## src/rtl/bitwise_logic_seq.sv

```systemverilog
// bitwise_logic_seq: multi-cycle bitwise logic unit (NOT/AND/OR/XOR/NOR/pass).
// Operands are latched on an accepted start. One CHUNK-bit slice is computed
// per clock, LSB slice first, so a narrow slice of gate logic serves any WIDTH.
// WIDTH must be an integer multiple of CHUNK.
module bitwise_logic_seq #(
  parameter int WIDTH = 32,
  parameter int CHUNK = 8
) (
  input  logic             clk,
  input  logic             rst_n,
  input  logic             start,
  input  logic [2:0]       op,
  input  logic [WIDTH-1:0] a,
  input  logic [WIDTH-1:0] b,
  output logic             busy,
  output logic             done,
  output logic [WIDTH-1:0] result,
  output logic             zero
);

  localparam int N  = WIDTH / CHUNK;
  localparam int CW = (N > 1) ? $clog2(N) : 1;
  localparam logic [CW-1:0] LAST_IDX = CW'(N - 1);

  typedef enum logic [1:0] {
    IDLE = 2'b00,
    RUN  = 2'b01,
    DONE = 2'b10
  } state_t;

  state_t           state_r;
  state_t           state_next_s;
  logic [WIDTH-1:0] a_r;
  logic [WIDTH-1:0] b_r;
  logic [2:0]       op_r;
  logic [CW-1:0]    cnt_r;
  logic [WIDTH-1:0] result_r;
  logic             zero_r;
  logic             busy_r;
  logic             done_r;

  logic             accept_s;
  logic             last_s;
  logic [CHUNK-1:0] a_slice_s;
  logic [CHUNK-1:0] b_slice_s;
  logic [CHUNK-1:0] r_slice_s;
  logic [WIDTH-1:0] result_next_s;

  // One slice of the selected bitwise operation; codes 101-111 pass a through.
  function automatic logic [CHUNK-1:0] slice_op(
    input logic [2:0]       f,
    input logic [CHUNK-1:0] x,
    input logic [CHUNK-1:0] y
  );
    logic [CHUNK-1:0] r;
    r = x;
    case (f)
      3'b000:  r = ~x;
      3'b001:  r = x & y;
      3'b010:  r = x | y;
      3'b011:  r = x ^ y;
      3'b100:  r = ~(x | y);
      default: r = x;
    endcase
    return r;
  endfunction

  assign accept_s = start && ((state_r == IDLE) || (state_r == DONE));
  assign last_s   = (cnt_r == LAST_IDX);

  // Current slice computation and the full result with that slice merged in.
  always_comb begin
    a_slice_s     = a_r[int'(cnt_r) * CHUNK +: CHUNK];
    b_slice_s     = b_r[int'(cnt_r) * CHUNK +: CHUNK];
    r_slice_s     = slice_op(op_r, a_slice_s, b_slice_s);
    result_next_s = result_r;
    result_next_s[int'(cnt_r) * CHUNK +: CHUNK] = r_slice_s;
  end

  // Next-state logic: start only matters in IDLE/DONE; RUN ends on the last slice.
  always_comb begin
    state_next_s = state_r;
    case (state_r)
      IDLE: begin
        if (start) begin
          state_next_s = RUN;
        end else begin
          state_next_s = IDLE;
        end
      end
      RUN: begin
        if (last_s) begin
          state_next_s = DONE;
        end else begin
          state_next_s = RUN;
        end
      end
      DONE: begin
        if (start) begin
          state_next_s = RUN;
        end else begin
          state_next_s = IDLE;
        end
      end
      default: state_next_s = IDLE;
    endcase
  end

  // State register.
  always_ff @(posedge clk or negedge rst_n) begin
    if (!rst_n) begin
      state_r <= IDLE;
    end else begin
      state_r <= state_next_s;
    end
  end

  // Operand latch, slice counter and progressive result accumulation.
  always_ff @(posedge clk or negedge rst_n) begin
    if (!rst_n) begin
      a_r      <= '0;
      b_r      <= '0;
      op_r     <= 3'b000;
      cnt_r    <= '0;
      result_r <= '0;
      zero_r   <= 1'b0;
    end else if (accept_s) begin
      a_r      <= a;
      b_r      <= b;
      op_r     <= op;
      cnt_r    <= '0;
      result_r <= '0;
    end else if (state_r == RUN) begin
      result_r <= result_next_s;
      if (last_s) begin
        cnt_r  <= '0;
        zero_r <= (result_next_s == '0);
      end else begin
        cnt_r  <= cnt_r + CW'(1);
      end
    end
  end

  // Handshake flags registered from the next state so they align with it.
  always_ff @(posedge clk or negedge rst_n) begin
    if (!rst_n) begin
      busy_r <= 1'b0;
      done_r <= 1'b0;
    end else begin
      busy_r <= (state_next_s == RUN);
      done_r <= (state_next_s == DONE);
    end
  end

  assign busy   = busy_r;
  assign done   = done_r;
  assign result = result_r;
  assign zero   = zero_r;

endmodule
```

## config.mk

```make
export PLATFORM = sky130hd
export DESIGN_NAME = bitwise_logic_seq
export DESIGN_NICKNAME = d
export VERILOG_FILES = /design/src/rtl/bitwise_logic_seq.sv
export SDC_FILE = /design/constraint.sdc
export NUM_CORES = 1
export LEC_CHECK = 0
export CAP_MARGIN = 5
export CORE_MARGIN = 3
export CORE_UTILIZATION = 40
export DETAILED_ROUTE_END_ITERATION = 8
export PLACE_DENSITY_LB_ADDON = 0.08
export SYNTH_ARGS = -nofsm -noshare
export SYNTH_HDL_FRONTEND = slang
export SYNTH_SLANG_ARGS = --single-unit
export TNS_END_PERCENT = 20
```

## constraint.sdc

```tcl
create_clock -name clk -period 4.1 [get_ports clk]
set_clock_uncertainty 0.1 [all_clocks]
set_input_delay 0.41 -clock clk [delete_from_list [all_inputs] [get_ports clk]]
set_output_delay 0.41 -clock clk [all_outputs]
set_load 0.005 [all_outputs]
```

# Yosys cells after proc, flatten, opt, wreduce, memory -nomap -nowiden
# Cells that the tools add are included.
totals:
  ff_bits: 106
  latchBits: 0
  ramBits: 0
  romBits: 0
  input_bits: 70
  output_inout_bits: 35
  wordCells: 48
  n_memories: 0
op_classes:
  n_addsub: 2
  mul: 0
  div_mod_pow: 0
  magnitude_cmp: 0
  eq_ne: 9
  shift: 4
  muxes: 10
  bitwise: 6
  reduce_logical: 8
ops:
  columns: ["cell", "n"]
  rows:
  - ["$mux W32", 2]
  - ["$shiftx A32 B6 Y8", 2]
  - ["$pmux W8 S5", 1]
  - ["$neg A5 Y33", 1]
  - ["$shift A8 B33 Y32 const A", 1]
  - ["$shiftx A8 B33 Y32", 1]
  - ["$bwmux W32", 1]
  - ["$logic_not A32 Y1", 1]
  - ["$not A8 Y8", 2]
  - ["$and A8 B8 Y8", 1]
  - ["$mux W2", 4]
  - ["$or A8 B8 Y8", 1]
  - ["$xor A8 B8 Y8", 1]
  - ["$eq A2 B2 Y1 const B", 3]
  - ["$eq A3 B2 Y1 const B", 2]
  - ["$eq A2 B1 Y1 const B", 2]
  - ["$pmux W2 S2", 1]
  - ["$eq A3 B1 Y1 const B", 1]
  - ["$eq A3 B3 Y1 const B", 1]
  - ["$logic_not A3 Y1", 1]
  - ["$reduce_and A3 Y1", 1]
  - ["$add A2 B1 Y2 const B", 1]
  - ["$logic_not A2 Y1", 1]
  - ["$reduce_bool A2 Y1", 1]
  - ["5 further kinds", 5]

# Longest topological paths before layout
# Gate-level depths: netlist of the first run.
logic_depth:
  ltp_word: 8
  depth_mapped: 12
  ltp_nobuf: 10

# Least setup slack after synthesis of the first run
# Ideal clock, no wire load.
synth_path:
  path_kind: "register to register"
  from: "register cnt_r[0]"
  to: "register zero_r, in the netlist zero"
  setup_ns: 0.104
  arrival_time_ns: 3.368
  t_required_ns: 3.896
  slack_ns: 0.529
  path_stages_with_launch: 12
  path_buffers: 2
  period_less_slack_ns: 3.571
  path_cell_list: "dfrtp_1 -> buf_6 -> buf_1 -> mux4_2 -> ha_1 -> o22a_1 -> nor2_1 -> a221oi_1 -> o21ai_2 -> nand3_1 -> o41a_1 -> o41ai_2"
synth_between:
  elab_chain_cells: 7
  elab_cells_between_ends: 15
  classes_between: "1 x add/sub; 1 x eq/ne; 4 x shift; 2 x mux; 5 x bitwise; 2 x reduce/logical"
synth_lines:
  columns: ["item", "line", "rtl"]
  rows:
  - ["from (decl)", "36", "logic [CW-1:0] cnt_r;"]
  - ["from (signal assigned)", "139", "cnt_r <= cnt_r + CW'(1);"]
  - ["$shiftx A32 B6 Y8, on equally long branches", "73, 74", null]
  - ["$or A8 B8 Y8", "60, 62", null]
  - ["$not A8 Y8", "62", "3'b100: r = ~(x | y);"]
  - ["$pmux W8 S5", "57", "case (f)"]
  - ["$shiftx A8 B33 Y32", "77", "result_next_s[int'(cnt_r) * CHUNK +: CHUNK] = r_slice_s;"]
  - ["$bwmux W32", "77", null]
  - ["$logic_not A32 Y1", "137", "zero_r <= (result_next_s == '0);"]
  - ["to (signal assigned)", "137", null]
  - ["to (decl)", "38", "logic zero_r;"]
# Several ways; a longest one is shown, not always the timed one.
# A chain may end at the register's enable or synchronous reset.

# Worst setup path in the final report of the first run
# Same ends and word-level chain as after synthesis.

==> flow_metrics.py, run 1 <==
metrics = {
    "run_status": {
        "status": "completed",
    },
    "floorplanning": {
        "core_mm2": 0.0127,
        "dieHeight_um": 121,
        "num_rows": 41,
        "pin_count": 105,
        "die_x_um": 121,
        "die_area_mm2": 0.0145,
        "initial_core_util": 0.413,
    },
    "routing": {
        "wl_per_cell_um": 17.6,
        "routed_wl_um": 12700,
        "vias": 3794,
        "vias_per_cell": 5.25,
        "drc_errors": 0,
        "drtIter0Drc": 221,
        "dr.pass1.iters": 4,
        "antenna_left": 0,
    },
    "synth": {
        "syn-num-nets": 533,
        "synth_warnings": 0,
        "synth-seq-cells": 106,
        "synthCells": 441,
        "ys_seq_area_frac": 0.505,
        "synth_edf_count": 0,
        "yosysUniqueCellTypes": 45,
        "netlist_area_mm2": 0.00525,
        "async_reset_ff_frac": 1.00,
        "synth_flop_cell": "dfrtp_1",
        "avgSynthCellArea_um2": 11.9,
    },
    "setup_path": {
        "startpoint_type": "flip-flop",
        "r2r_start": "cnt_r[0]",
        "path_delay_family": "compound AO/OA/AOI/OAI gates",
        "path_cells": "buf_4 > mux4_2 > inv_2 > ha_1 > nor2_1 > a222oi_1 > a21oi_1 > o21a_1 > nand3_1 > o41a_1 > o41ai_2",
        "cpPeakStageDelay_ns": 0.62,
        "end_kind": "flip-flop",
        "cp_slowest_cell": "mux4_2",
        "timing.rr.end": "zero",
        "endpoint": "zero",
        "critPathKind": "reg2reg",
        "path_buf_inv": 2,
        "reg2reg_slack_ns": 0.73,
        "arrival_ns": 3.51,
        "crit_required_ns": 4.24,
        "reg2reg_depth": 11,
        "critPathLaunch": "cnt_r[0]",
        "path_depth": 11,
        "cp_max_fo": 17,
    },
    "hold_path": {
        "hp-class": "in2async",
    },
    "finish": {
        "syn2layout_area_growth_pct": 30.6,
        "layout_common_cells": "dfrtp_1 (106), clkdlybuf4s50_1 (103), mux2_2 (66), nand2_1 (41), o21ai_0 (35)",
        "final_common_cell": "dfrtp_1",
        "final_cell_area_mm2": 0.00686,
        "layout.nets": 637,
        "drive_gt1_frac": 0.220,
        "diodes": 0,
    },
    "timing": {
        "grt_setup_unrepaired": "false",
        "tightest_slew_ns": 0.883,
        "fin_tns_setup_ns": 0,
        "holdWs_ns": 0.0821,
        "drv_slew": 0,
        "period_minus_slack_ns": 3.37,
        "timing.fmax_mhz": 297,
        "period_share": 0.822,
        "setup_viol": 0,
        "relSlewSlack": 0.411,
        "final_hold_viol_count": 0,
    },
    "global_routing": {
        "grt_overflow": 0,
        "grt_use_total": 0.181,
        "grt_pass1_vias": 3970,
        "grt_use_met2": 0.308,
        "top_usage_layer": "met2",
        "grt_start_max_net_pins": 71,
        "antenna_found_initial": 0,
        "grt_pass1_wl_um": 20700,
        "use_met3": 0.0281,
        "use_met1": 0.231,
    },
    "cts": {
        "clock_sinks": 106,
        "path_clk_slew_ns": 0.07,
        "numCtsBuffers": 9,
        "ctsHoldBuffers": 0,
        "cts_resized": 0,
        "clk_latency_ns": 0.34,
        "ctsLongestPathBuffers": 2,
        "cts_tree": "done",
        "post-cts-setup-buffers": 0,
        "root_buffer": "clkbuf_16",
        "h-tree-depth": 3,
    },
    "power_and_ir_drop": {
        "p_int_uw": 3620,
        "clock_power_share": 0.177,
        "p_sw_frac": 0.389,
        "power.density_mw_per_mm2": 864,
        "pwr-share-comb": 0.517,
        "peakVddDrop_v": 0.000321,
        "seq_power_share": 0.306,
        "p_leak_uw": 0.00289,
        "power_uw": 5930,
        "p_sw_uw": 2300,
    },
    "placement": {
        "hpwlAfterDp_um": 9250,
        "gp_congestion": 0.787,
        "placed_area_mm2": 0.00649,
        "io_buffers": 104,
    },
    "flow_run": {
        "drv_cap": 0,
    },
}
[layer usage]
metal  vias up  part of all wire
met5         -                 0
met4         0             0.020
met3        16             0.046
met2       100              0.50
met1      1878              0.43
li1       1800                 -
[synth_stat cells (8+ instances only)]
| library cell | count | share of area |
|---|---|---|
| mux4_2 | 16 | 0.069 |
| mux2_2 | 66 | 0.14 |
| a21oi_1 | 10 | 0.0095 |
| nor4_1 | 8 | 0.0095 |
| dfrtp_1 | 106 | 0.50 |
| inv_1 | 21 | 0.015 |
| buf_1 | 10 | 0.0071 |
| nand2_1 | 41 | 0.029 |
| nor2_1 | 33 | 0.024 |
| o21ai_0 | 35 | 0.033 |
| ha_1 | 22 | 0.052 |
[layout make-up]
class                   instances  area, um^2
clock buffers                  11         243
clock inverters                 5         125
fillers                      1172        5860
inverters                      23        86.3
multi-input cells             292        2430
flip-flops and latches        106        2650
well taps                     172         215
repair buffers                113        1110
[flip-flops by register name (all words and copies together), names as in the netlist]
register,flops
a_r,32
b_r,32
result,32
op_r,3
cnt_r,2
state_r,2
busy,1
done,1
zero,1
[power by group through the flow]
| stage | Sequential, uW | Clock (uW) | Combinational [uW] |
|---|---|---|---|
| floorplan | 1730 | 0 | 2150 |
| global placement | 1830 | 0 | 2980 |
| detailed placement | 1840 | 0 | 3080 |
| CTS | 1820 | 1070 | 3090 |
| global route | 1870 | 1110 | 3390 |
| finish | 1810 | 1050 | 3060 |
[worst min-delay path by stage]
stage          startpoint          to  slack [ns]  depth (start not counted)
2_1_floorplan       rst_n      a_r[0]        0.01                          0
4_1_cts             rst_n  result[11]        0.12                          1
3_3_place_gp      b_r[16]     b_r[16]        0.39                          1
6_report            rst_n  result[11]        0.08                          1
3_5_place_dp      a_r[23]     a_r[23]        0.39                          1
5_1_grt             rst_n  result[18]        0.16                          1
[cell families (layout without fill, tap and decap cells)]
logic type,count (synthesis),in the layout,share of synthesized area
buf+inv,43,152,0.0336
simple gates,99,99,0.0845
compound gates,89,89,0.115
flops,106,106,0.505
fa+ha+maj,22,22,0.0524
mux,82,82,0.210
[metrics by stage]
stage / cells / util / setup slack, ns
after global placement: 706 / 0.510 / 0.824
after global routing: 722 / 0.539 / 0.511
final: 722 / 0.539 / 0.729
after detailed placement: 706 / 0.510 / 0.747
after floorplan: 441 / - / 0.529
after CTS: 722 / 0.539 / 0.728
Power figures use the tool's default switching activity.
==> run 2, diff against run 1 <==
Clock period 4.1 ns to 3.5 ns, I/O delays scaled along.
==> flow_metrics.py, run 2 (synthesized netlist as in run 1, its figures left out) <==
metrics = {
    "cts": {
        "path_clk_slew_ns": 0.07,
        "post-cts-setup-buffers": 0,
        "clock_sinks": 106,
        "ctsLongestPathBuffers": 2,
        "cts_tree": "done",
        "root_buffer": "clkbuf_16",
        "ctsHoldBuffers": 0,
        "clk_latency_ns": 0.34,
        "h-tree-depth": 3,
        "numCtsBuffers": 9,
        "cts_resized": 0,
    },
    "finish": {
        "fillers": 1146,
        "regArea_mm2": 0.00265,
        "layout.nets": 643,
        "final_common_cell": "dfrtp_1",
        "drive_gt1_frac": 0.228,
        "syn2layout_area_growth_pct": 31.7,
        "layout_common_cells": "dfrtp_1 (106), clkdlybuf4s50_1 (103), mux2_2 (66), nand2_1 (41), o21ai_0 (35)",
        "final_cell_area_mm2": 0.00692,
        "diodes": 0,
        "multi_input_area_mm2": 0.00243,
    },
    "setup_path": {
        "crit_required_ns": 3.64,
        "startpoint_type": "flip-flop",
        "critPathKind": "reg2reg",
        "cp_max_fo": 10,
        "arrival_ns": 3.35,
        "end_kind": "flip-flop",
    },
    "routing": {
        "routed_wl_um": 12800,
        "dr.pass1.iters": 4,
        "drtIter0Drc": 215,
        "antenna_left": 0,
        "drc_errors": 0,
        "vias": 3853,
        "vias_per_cell": 5.29,
        "wl_per_cell_um": 17.6,
    },
    "placement": {
        "gp_congestion": 0.824,
        "io_buffers": 104,
        "placed_area_mm2": 0.00655,
        "hpwlAfterDp_um": 9450,
    },
    "timing": {
        "setup_viol": 0,
        "grt_setup_unrepaired": "false",
        "timing.fmax_mhz": 311,
        "period_minus_slack_ns": 3.21,
        "fin_tns_setup_ns": 0,
        "period_share": 0.918,
        "drv_slew": 0,
        "final_hold_viol_count": 0,
        "tightest_slew_ns": 1.15,
        "relSlewSlack": 0.231,
    },
    "global_routing": {
        "grt_start_max_net_pins": 92,
        "grt_pass1_wl_um": 21500,
        "grt_overflow": 0,
        "grt_use_total": 0.185,
        "grt_pass1_vias": 4087,
        "antenna_found_initial": 0,
    },
    "floorplanning": {
        "initial_core_util": 0.413,
        "core_mm2": 0.0127,
        "dieHeight_um": 121,
        "die_x_um": 121,
        "die_area_mm2": 0.0145,
        "num_rows": 41,
        "pin_count": 105,
    },
    "power_and_ir_drop": {
        "p_leak_uw": 0.00292,
        "peakVddDrop_v": 0.000399,
        "power.density_mw_per_mm2": 1020,
    },
    "hold_path": {
        "hp-class": "in2async",
    },
    "run_status": {
        "status": "completed",
    },
    "flow_run": {
        "drv_cap": 0,
    },
}
-- run 2: cell count changes in the layout (fill, tap and decap cells not counted) --
cell	previous run	this run
buf_4	10	15
buf_12	0	1
-- run 2: final timing paths --
path	from	end	slack, ns	cells past startpoint
max	cnt_r[0]	zero	0.29	10
max in group asynchronous	rst_n	a_r[19]	2.26	2
min	rst_n	result[17]	0.11	1
min reg2reg	a_r[17]	a_r[17]	0.40	1
max reg2reg	cnt_r[0]	zero	0.29	10
min in group clk	a_r[17]	a_r[17]	0.40	1
-- run 2: area by class of cell --
type,count,area share
inverters,23,0.0125
well taps,172,0.0311
multi-input cells,292,0.352
flip-flops and latches,106,0.383
clock buffers,11,0.0351
clock inverters,5,0.0181
repair buffers,119,0.168
-- run 2: per-stage QoR --
stage          utilization  power (uW)  hold WS [ns]  worst slack, ns  std cells
5_1_grt              0.544        7640         0.213           0.0789        728
2_1_floorplan            -        4540       -0.0456            0.179        441
3_5_place_dp         0.515        5900         0.393            0.277        712
3_3_place_gp         0.515        5800         0.386            0.401        712
6_report             0.544        7080         0.115            0.287        728
4_1_cts              0.544        7140         0.190            0.269        728
-- run 2: power breakdown --
group	internal [uW]	leakage (uW)	total, uW	switching, uW
Combinational	1800	0.00142	3720	1920
Clock	790	0.000180	1230	437
Sequential	1770	0.00132	2140	369
Total	4360	0.00292	7080	2720
-- run 2: worst max-delay path, cell delays in order (launching register included) --
cell	delay (ns)
dfrtp_1	0.35
buf_4	0.24
mux4_2	0.59
ha_1	0.22
o22a_1	0.19
nor2_1	0.15
a221oi_1	0.11
o21ai_4	0.34
inv_2	0.05
o41a_1	0.43
o41ai_2	0.33
-- run 2: layer usage --
layer	GRT usage	wire length (um)	vias up
met3	0.0360	545	13
met4	0.0439	164	0
met2	0.312	6400	100
met1	0.248	5720	1924
li1	-	-	1816
met5	0	0	-
==> run 3, diff against run 2 <==
Settings changed: ABC_CLOCK_PERIOD_IN_PS set to 3500, CTS_CLUSTER_SIZE set to 40, GPL_ROUTABILITY_DRIVEN set to 0.
==> results of run 3 <==
Same layout as run 2: the final DEF is identical, and so are final timing and power.
